File: config.mk
export PLATFORM = sky130hd
export DESIGN_NAME = ins_parser
export DESIGN_NICKNAME = d
export VERILOG_FILES = /design/src/rtl/ins_parser_pkg.sv /design/src/rtl/ins_parser_imm_gen.sv /design/src/rtl/ins_parser.sv
export SDC_FILE = /design/constraint.sdc
export NUM_CORES = 1
export LEC_CHECK = 0
export CORE_ASPECT_RATIO = 0.6
export CORE_MARGIN = 2
export CORE_UTILIZATION = 37
export DETAILED_ROUTE_END_ITERATION = 7
export GPL_TIMING_DRIVEN = 0
export MAX_ROUTING_LAYER = met4
export PLACE_DENSITY = 0.8
export REMOVE_ABC_BUFFERS = 1
export SLEW_MARGIN = 20
export SYNTH_ARGS = -nofsm -noshare
export SYNTH_HDL_FRONTEND = slang
export SYNTH_HIERARCHICAL = 1
export SYNTH_SLANG_ARGS = --single-unit
File: constraint.sdc
create_clock -name clk -period 1.11 [get_ports clk]
set_clock_uncertainty 0.15 [all_clocks]
set_input_delay 0.222 -clock clk [delete_from_list [all_inputs] [get_ports clk]]
set_output_delay 0.222 -clock clk [all_outputs]
set_load 0.02 [all_outputs]
File: src/rtl/ins_parser_pkg.sv
// ins_parser_pkg: shared widths, RV32I opcode constants, format enum,
// decoded-field payload and the opcode -> format lookup.
`timescale 1ns/1ps
package ins_parser_pkg;

    localparam int unsigned XLEN  = 32;
    localparam int unsigned OPC_W = 7;
    localparam int unsigned REG_W = 5;
    localparam int unsigned F3_W  = 3;
    localparam int unsigned F7_W  = 7;
    localparam int unsigned FMT_W = 3;

    localparam logic [OPC_W-1:0] OP_LUI    = 7'h37;
    localparam logic [OPC_W-1:0] OP_AUIPC  = 7'h17;
    localparam logic [OPC_W-1:0] OP_JAL    = 7'h6F;
    localparam logic [OPC_W-1:0] OP_JALR   = 7'h67;
    localparam logic [OPC_W-1:0] OP_BRANCH = 7'h63;
    localparam logic [OPC_W-1:0] OP_LOAD   = 7'h03;
    localparam logic [OPC_W-1:0] OP_STORE  = 7'h23;
    localparam logic [OPC_W-1:0] OP_IMM    = 7'h13;
    localparam logic [OPC_W-1:0] OP_OP     = 7'h33;
    localparam logic [OPC_W-1:0] OP_FENCE  = 7'h0F;
    localparam logic [OPC_W-1:0] OP_SYSTEM = 7'h73;

    typedef enum logic [FMT_W-1:0] {
        FMT_R   = 3'd0,
        FMT_I   = 3'd1,
        FMT_S   = 3'd2,
        FMT_B   = 3'd3,
        FMT_U   = 3'd4,
        FMT_J   = 3'd5,
        FMT_ILL = 3'd7
    } fmt_e;

    // Registered decode payload.
    typedef struct packed {
        logic [OPC_W-1:0] opcode;
        logic [REG_W-1:0] rd;
        logic [F3_W-1:0]  funct3;
        logic [REG_W-1:0] rs1;
        logic [REG_W-1:0] rs2;
        logic [F7_W-1:0]  funct7;
        fmt_e             fmt;
        logic [XLEN-1:0]  imm;
        logic             illegal;
    } fields_t;

    // Opcode -> format; anything unlisted (including bits[1:0] != 2'b11) is illegal.
    function automatic fmt_e decode_fmt(input logic [OPC_W-1:0] op);
        fmt_e f;
        f = FMT_ILL;
        case (op)
            OP_OP:                                             f = FMT_R;
            OP_LOAD, OP_IMM, OP_JALR, OP_FENCE, OP_SYSTEM:     f = FMT_I;
            OP_STORE:                                          f = FMT_S;
            OP_BRANCH:                                         f = FMT_B;
            OP_LUI, OP_AUIPC:                                  f = FMT_U;
            OP_JAL:                                            f = FMT_J;
            default:                                           f = FMT_ILL;
        endcase
        return f;
    endfunction

endpackage

File: src/rtl/ins_parser_imm_gen.sv
// ins_parser_imm_gen: combinational RV32I immediate extraction.
// Ports:
//   instruction  instruction bits [31:7] (opcode bits are not needed, fmt encodes them)
//   fmt          decoded format
//   imm_c        sign-extended immediate, 0 for R and ILL
`timescale 1ns/1ps
module ins_parser_imm_gen
    import ins_parser_pkg::*;
(
    input  logic [XLEN-1:7] instruction,
    input  fmt_e            fmt,
    output logic [XLEN-1:0] imm_c
);

    logic sgn;
    assign sgn = instruction[31];

    // Bit-scatter per format; sign bit replicated from instruction[31].
    always_comb begin
        imm_c = '0;
        case (fmt)
            FMT_I: imm_c = {{20{sgn}}, instruction[31:20]};
            FMT_S: imm_c = {{20{sgn}}, instruction[31:25], instruction[11:7]};
            FMT_B: imm_c = {{19{sgn}}, sgn, instruction[7], instruction[30:25],
                            instruction[11:8], 1'b0};
            FMT_U: imm_c = {instruction[31:12], 12'b0};
            FMT_J: imm_c = {{11{sgn}}, sgn, instruction[19:12], instruction[20],
                            instruction[30:21], 1'b0};
            default: imm_c = '0;
        endcase
    end

endmodule

File: src/rtl/ins_parser.sv
// ins_parser: single-cycle-latency RV32I instruction field decoder.
// Optional feature macro: INS_PARSER_IMM_EN (immediate generator; imm is 0 without it).
// Ports:
//   clk, rst_n          clock, async active-low reset
//   in_valid            instruction valid this cycle
//   instruction         RV32I instruction word
//   out_valid           in_valid delayed one cycle
//   opcode/rd/funct3/rs1/rs2/funct7  raw field slices (loaded on in_valid)
//   fmt                 format code R=0 I=1 S=2 B=3 U=4 J=5 ILL=7
//   imm                 sign-extended immediate
//   illegal             opcode not recognised
`timescale 1ns/1ps
module ins_parser
    import ins_parser_pkg::*;
#(
    parameter int unsigned DATA_W = 32
) (
    input  logic              clk,
    input  logic              rst_n,
    input  logic              in_valid,
    input  logic [DATA_W-1:0] instruction,
    output logic              out_valid,
    output logic [6:0]        opcode,
    output logic [4:0]        rd,
    output logic [2:0]        funct3,
    output logic [4:0]        rs1,
    output logic [4:0]        rs2,
    output logic [6:0]        funct7,
    output logic [2:0]        fmt,
    output logic [DATA_W-1:0] imm,
    output logic              illegal
);

    fmt_e              fmt_c;
    logic [DATA_W-1:0] imm_c;
    fields_t           nxt_c;
    fields_t           cur;

    assign fmt_c = decode_fmt(instruction[6:0]);

`ifdef INS_PARSER_IMM_EN
    ins_parser_imm_gen u_imm_gen (
        .instruction (instruction[DATA_W-1:7]),
        .fmt         (fmt_c),
        .imm_c       (imm_c)
    );
`else
    assign imm_c = '0;
`endif

    // Next payload: raw slices regardless of format.
    always_comb begin
        nxt_c         = '0;
        nxt_c.opcode  = instruction[6:0];
        nxt_c.rd      = instruction[11:7];
        nxt_c.funct3  = instruction[14:12];
        nxt_c.rs1     = instruction[19:15];
        nxt_c.rs2     = instruction[24:20];
        nxt_c.funct7  = instruction[31:25];
        nxt_c.fmt     = fmt_c;
        nxt_c.imm     = imm_c;
        nxt_c.illegal = (fmt_c == FMT_ILL);
    end

    // Valid follows in_valid; payload loads only on in_valid and holds otherwise.
    always_ff @(posedge clk or negedge rst_n) begin
        if (!rst_n) begin
            out_valid   <= 1'b0;
            cur         <= '0;
            cur.fmt     <= FMT_R;
        end else begin
            out_valid <= in_valid;
            if (in_valid) begin
                cur <= nxt_c;
            end
        end
    end

    assign opcode  = cur.opcode;
    assign rd      = cur.rd;
    assign funct3  = cur.funct3;
    assign rs1     = cur.rs1;
    assign rs2     = cur.rs2;
    assign funct7  = cur.funct7;
    assign fmt     = 3'(cur.fmt);
    assign imm     = cur.imm;
    assign illegal = cur.illegal;

endmodule

==> run summary, run 1 <==
latest clock arrival within the worst-skew pair -> 0.28 ns
H-tree level count -> 2
Die ar. -> 5270 sq um
row cnt -> 19
number of library cell types mapped by synthesis -> 25
most frequent cells after synthesis -> dfrtp_1 (37), buf_4 (32), mux2_2 (32)
Startpoint Class -> flop
Routed Antenna Nets -> 0
R2R Setup Slk -> 0.01 ns
RSZ-0062 raised after global routing -> true
hold path cells -> 2
Final Util -> 0.589
CTS Root Buffer Type -> clkbuf_8
largest cells by area after synthesis -> dfrtp_1 (53%), mux2_2 (21%), buf_4 (14%)
fin nets -> 255
Max Cap Viol -> 0
crit-path max FO -> 2
CTS Buffer Depth -> 2
start of the worst register-to-register path -> fmt[2]$_DFFE_PN0P_
Hold WC Path Type -> primary input to flop
IO Pins -> 104
first-pass GRT wire length -> 5710 um
Vert. Die Dim -> 57.0 um
crit path DAT -> 0.83 ns
routed length per instance -> 13.1 um
total power -> 3.44 mW
global route total overflow -> 0
Slew Limit Fails -> 0
count leader, synth -> dfrtp_1
Buf/Inv on CP -> 1
DR pass1 iterations -> 3
sequential fraction of the synthesis area -> 0.534
Sink Count -> 37
synthesis-stage register bit count -> 37
VDD IR max -> 0.736 mV
Via density -> 4.21
initial antenna violation count -> 0
Post-route DRC -> 0
HP Start -> in_valid
Max Freq -> 0.835 GHz
Core ar. -> 4540 sq um
Hold EP -> fmt[0]$_DFFE_PN0P_
# diodes -> 0
status -> finished with violations
final worst slack -> -0.0883 ns
CP top delay family -> flip-flops
total number of vias -> 1196
Top FF cell, synth -> dfrtp_1
WP data required -> 0.74 ns
layout cells sized above 1 -> 0.480
Die X -> 92.4 um
Leak -> 1.23 nW
RePlAce Congestion -> 0.685
Ys Warns -> 6
Critical R2R Capture -> fmt[2]$_DFFE_PN0P_
FF-to-FF path depth -> 3
DP HPWL -> 2590 um
number of enable flip-flop cells after synthesis -> 0
critical-path cell list -> buf_6
largest net degree at the start of global routing -> 23
Worst-path clk slew -> 0.07 ns
final setup vio count -> 38
Syn Area/Cell -> 13.1 sq um
total track usage -> 0.147
Post-Route WL -> 3720 um
cell taking the most area after synthesis -> dfrtp_1
final worst-path cycle share -> 1.08
Placed Instances -> 262
Post-Syn Area -> 1730 sq um
Starting Density -> 0.382
Async S/R FF share, synth -> 1.00
crit end category -> primary output
Pwr Density -> 1290 nW/um^2
slowest stage delay, CP -> 0.40 ns
Syn Inst Count -> 132
failing checks -> negative setup slack
port bufs -> 71
Final Hold Vio Count -> 0
WS Path Type -> flop to primary output
area fraction of the dominant cell type after synthesis -> 0.534
slowest CP cell -> dfrtp_1
Initial DRC Count -> 5
TritonCTS clock tree -> yes
post-route insts no fill -> 284
Num CTS Buffers -> 5
Synth-to-Final Area Change -> 54.3%
filler instances -> 396
minimum clock period after layout -> 1.20 ns
vias in the first global route -> 1202
## timing repair
action / 4_1_cts / 5_1_grt
hold buffers: 1 / 0
hold endpoints to repair: 17 / 0
gates cloned: 0 / 1
buffers inserted: 7 / 5
endpoints found under the setup margin: 59 / 60
resized for setup: 250 / 9
pin swaps: 1 / 2
## kinds of logic after synthesis
group,share of synthesized area
AOI/OAI and AO/OA,0.0361
and+or+nand+nor,0.0570
muxes,0.214
other,0.00216
buffers and inverters,0.157
DFF,0.534
## final cells by class
cell class	count	area [sq um]	area share
inverters	2	7.51	0.00281
clock inverters	2	10.0	0.00374
multi-input cells	87	666	0.249
clock buffers	6	72.6	0.0271
flip-flops and latches	37	926	0.346
well taps	63	78.8	0.0295
repair buffers	87	915	0.342
## sequential cells by signal, indices dropped and copies added (netlist names)
register,count
opcode,7
fmt,3
rd,5
out_valid,1
funct7,7
illegal,1
funct3,3
rs2,5
rs1,5
## worst max-delay path by stage
stage,startpoint,cells after the start,to
6_report,fmt[2]$_DFFE_PN0P_,1,fmt[2]
4_1_cts,rs1[0]$_DFFE_PN0P_,1,rs1[0]
3_5_place_dp,instruction[3],4,fmt[2]$_DFFE_PN0P_
5_1_grt,rs1[3]$_DFFE_PN0P_,1,rs1[3]
3_3_place_gp,in_valid,4,fmt[1]$_DFFE_PN0P_
2_1_floorplan,instruction[3],3,fmt[2]$_DFFE_PN0P_
## metrics by stage
stage	area [sq um]	hold WS (ns)	TNS (ns)	setup WS, ns
6_report	2680	0.0945	-2.58	-0.0883
5_1_grt	2680	0.0931	-3.98	-0.125
4_1_cts	2610	0.0893	-3.07	-0.0933
3_5_place_dp	2420	0.0493	-18.63	-0.707
3_3_place_gp	2370	0.338	-106.38	-1.74
2_1_floorplan	1590	-0.224	-0.149	-0.125
## layout by cell type, fill, tap and decap left out
cell             Yosys  layout
and4bb_2             1       1
nor2_1               4       4
buf_8                0       1
buf_2                5       6
nor3b_1              1       1
nand2b_1             2       2
mux2_2              32      32
clkbuf_8             0       5
nor3_1               1       1
clkbuf_16            0       1
inv_1                1       1
a2111o_1             1       1
a221oi_2             0       1
or2b_1               1       1
clkdlybuf4s15_2      0       1
a31oi_1              1       1
clkbuf_1             0       1
o2111ai_1            1       1
clkinv_2             0       2
or4_1                1       1
a21oi_1              2       2
dfrtp_1             37      37
nor2b_4              0       1
a31o_2               1       1
o311ai_1             0       1
conb_1               1      32
clkdlybuf4s50_1      0      25
buf_16               0       2
mux2i_1              1       1
buf_6                0      38
clkbuf_4             0       1
buf_4               32      11
dlygate4sd3_1        0       1
nand3b_4             1       1
nand3_1              1       1
inv_2                1       1
## power by group
part | internal [mW] | switching, mW | leakage, nW
Combinational | 0.521 | 0.458 | 0.764
Clock | 0.435 | 0.465 | 0.0450
Sequential | 1.48 | 0.0878 | 0.424
## worst register-to-register path: cells and delay by family (launching register included)
| kind | cells | cell delay, ns |
|---|---|---|
| AO/OA/AOI/OAI | 1 | 0.21 |
| flip-flops | 1 | 0.40 |
| AND/OR/NAND/NOR | 1 | 0.11 |
| buffers and inverters | 1 | 0.12 |
## metal layers
layer / vias up / wire, um / track usage
li1: 565 / - / -
met3: 5 / 345 / 0.0647
met2: 51 / 1700 / 0.215
met5: - / 0 / -
met1: 575 / 1650 / 0.184
met4: 0 / 29 / 0.0512
Power figures use the tool's default switching activity.
==> run 2: changes to the inputs <==
--- a/config.mk
+++ b/config.mk
@@ -5,6 +5,7 @@
 export SDC_FILE = /design/constraint.sdc
 export NUM_CORES = 1
 export LEC_CHECK = 0
+export CAP_MARGIN = 20
 export CORE_ASPECT_RATIO = 0.6
 export CORE_MARGIN = 2
 export CORE_UTILIZATION = 37
==> results of run 2 <==
Final layout, timing and power as in run 1 (identical DEF).
==> run 3: changes to the inputs <==
--- a/config.mk
+++ b/config.mk
@@ -14,7 +14,7 @@
 export MAX_ROUTING_LAYER = met4
 export PLACE_DENSITY = 0.8
 export REMOVE_ABC_BUFFERS = 1
-export SLEW_MARGIN = 20
+export SLEW_MARGIN = 10
 export SYNTH_ARGS = -nofsm -noshare
 export SYNTH_HDL_FRONTEND = slang
 export SYNTH_HIERARCHICAL = 1
==> run summary, run 3 (synthesis results as in run 1) <==
status -> finished with violations
failing checks -> negative setup slack
Slew Limit Fails -> 0 (unchanged)
total number of vias -> 1203 (+0.59%)
Hold WC Path Type -> primary input to flop
first-pass GRT wire length -> 5710 um (unchanged)
total track usage -> 0.145 (-0.00255)
VDD IR max -> 0.700 mV (-4.8%)
fin nets -> 258 (+1.2%)
Final Hold Vio Count -> 0 (unchanged)
Via density -> 4.21 (-0.12%)
switching share of power -> 0.280 (-0.0137)
Core ar. -> 4540 sq um (unchanged)
WP data required -> 0.74 ns (about the same)
crit path launch -> rd[4]$_DFFE_PN0P_
slowest stage delay, CP -> 0.40 ns (about the same)
row cnt -> 19 (unchanged)
filler instances -> 390 (-1.5%)
routed length per instance -> 12.0 um (-7.9%)
Post-Route WL -> 3450 um (-7.3%)
CP top delay family -> flip-flops
Initial DRC Count -> 26 (+21)
commonest non-fill, non-tap cells in the layout -> buf_6 (38), dfrtp_1 (37), conb_1 (32)
RePlAce Congestion -> 0.685 (unchanged)
most common cell after layout, fill and taps aside -> buf_6
DP HPWL -> 2490 um (-3.9%)
CTS Root Buffer Type -> clkbuf_8
port bufs -> 71 (unchanged)
RSZ-0062 raised after global routing -> true
Starting Density -> 0.382 (unchanged)
DR pass1 iterations -> 4 (+1)
minimum clock period after layout -> 1.19 ns (-0.0111 ns)
latest clock arrival within the worst-skew pair -> 0.27 ns (about the same)
initial antenna violation count -> 0 (unchanged)
Synth-to-Final Area Change -> 53.2%
clock network power share -> 0.266 (+0.004)
CTS Buffer Depth -> 2 (unchanged)
Net Switching -> 0.969 mW (-4.0%)
start of the worst register-to-register path -> funct7[0]$_DFFE_PN0P_
DP Area -> 2410 sq um (-0.31%)
Die X -> 92.4 um (unchanged)
Comb power frac -> 0.283 (about the same)
Flop pwr share -> 0.451 (-0.003)
Power Internal -> 2.49 mW (+2.6%)
IO Pins -> 104 (unchanged)
TritonCTS clock tree -> yes
dpl ws -> -0.715 ns (-0.00857 ns)
Sink Count -> 37 (unchanged)
HP Start -> instruction[0]
global route total overflow -> 0 (unchanged)
post-route cell area -> 2660 sq um (-0.70%)
Vert. Die Dim -> 57.0 um (unchanged)
crit end category -> primary output
Max Cap Viol -> 0 (unchanged)
Routed Antenna Nets -> 0 (unchanged)
critical-path cell list -> buf_6
largest net degree at the start of global routing -> 41 (+78%)
layout cells sized above 1 -> 0.480 (about the same)
Buf/Inv on CP -> 1 (unchanged)
# diodes -> 0 (unchanged)
final worst-path cycle share -> 1.07 (-0.0100)
final worst slack -> -0.0772 ns (+0.0111 ns)
WS Path Type -> flop to primary output
final setup vio count -> 40 (+5.3%)
H-tree level count -> 2 (unchanged)
Die ar. -> 5270 sq um (unchanged)
Max Freq -> 0.842 GHz (+0.94%)
slowest CP cell -> dfrtp_1
Pwr Density -> 1300 nW/um^2 (+1.4%)
crit-path max FO -> 2 (unchanged)
Startpoint Class -> flop
Num CTS Buffers -> 5 (unchanged)
Post-route DRC -> 0 (unchanged)
Worst-path clk slew -> 0.07 ns (about the same)
Leak -> 1.23 nW (-0.20%)
vias in the first global route -> 1245 (+3.6%)
crit path DAT -> 0.82 ns (about the same)
## run 3: timing repair
| item | CTS | global route |
|---|---|---|
| setup endpoints to repair | 41 | 60 |
| pin swaps | 0 | 2 |
| resized for setup | 245 | 10 |
| endpoints found under the hold margin | 17 | 0 |
| hold buffers | 1 | 0 |
| setup buffers | 9 | 7 |
## run 3: path summary, 6_finish.rpt
kind                                         endpoint  slack (ns)  depth (start not counted)
worst max-delay path                            rd[4]       -0.08                          1
worst min-delay path            opcode[0]$_DFFE_PN0P_        0.10                          2
worst max register to register  funct7[0]$_DFFE_PN0P_       -0.06                          3
worst min register to register     rs2[4]$_DFFE_PN0P_        0.38                          1
max in group asynchronous       funct7[5]$_DFFE_PN0P_        0.17                          3
min in group asynchronous          fmt[2]$_DFFE_PN0P_        0.24                          2
## run 3: per-layer routing
| layer | up-vias | routed length, um | track usage |
|---|---|---|---|
| li1 | 569 | - | - |
| met1 | 578 | 1530 | 0.175 |
| met2 | 51 | 1550 | 0.215 |
| met3 | 5 | 333 | 0.0674 |
| met4 | 0 | 32 | 0.0512 |
| met5 | - | 0 | - |
## run 3: area by class of cell
type | instances | area (sq um) | share of cell area
Tap cell | 63 | 78.8 | 0.0297
Inverter | 2 | 7.51 | 0.00283
Sequential cell | 37 | 926 | 0.349
Clock buffer | 7 | 86.3 | 0.0325
Timing Repair Buffer | 90 | 896 | 0.337
Multi-Input combinational cell | 87 | 662 | 0.249
## run 3: power by group through the flow
stage	Combinational, mW	Clock, mW	Sequential (mW)
after floorplan	0.245	0	1.72
after global placement	0.873	0	1.56
after detailed placement	0.890	0	1.56
after CTS	0.957	0.974	1.56
after global routing	1.05	1.04	1.58
final	0.980	0.922	1.56
## run 3: metrics by stage
step / std cells / power, mW / TNS [ns] / utilization / hold WS, ns
floorplan: 126 / 1.96 / -0.149 / - / -0.224
global placement: 260 / 2.43 / -106.38 / 0.523 / 0.338
detailed placement: 262 / 2.45 / -13.04 / 0.531 / 0.0479
CTS: 279 / 3.49 / -2.94 / 0.576 / 0.0913
global route: 286 / 3.67 / -4.10 / 0.585 / 0.0969
finish: 286 / 3.46 / -2.42 / 0.585 / 0.101
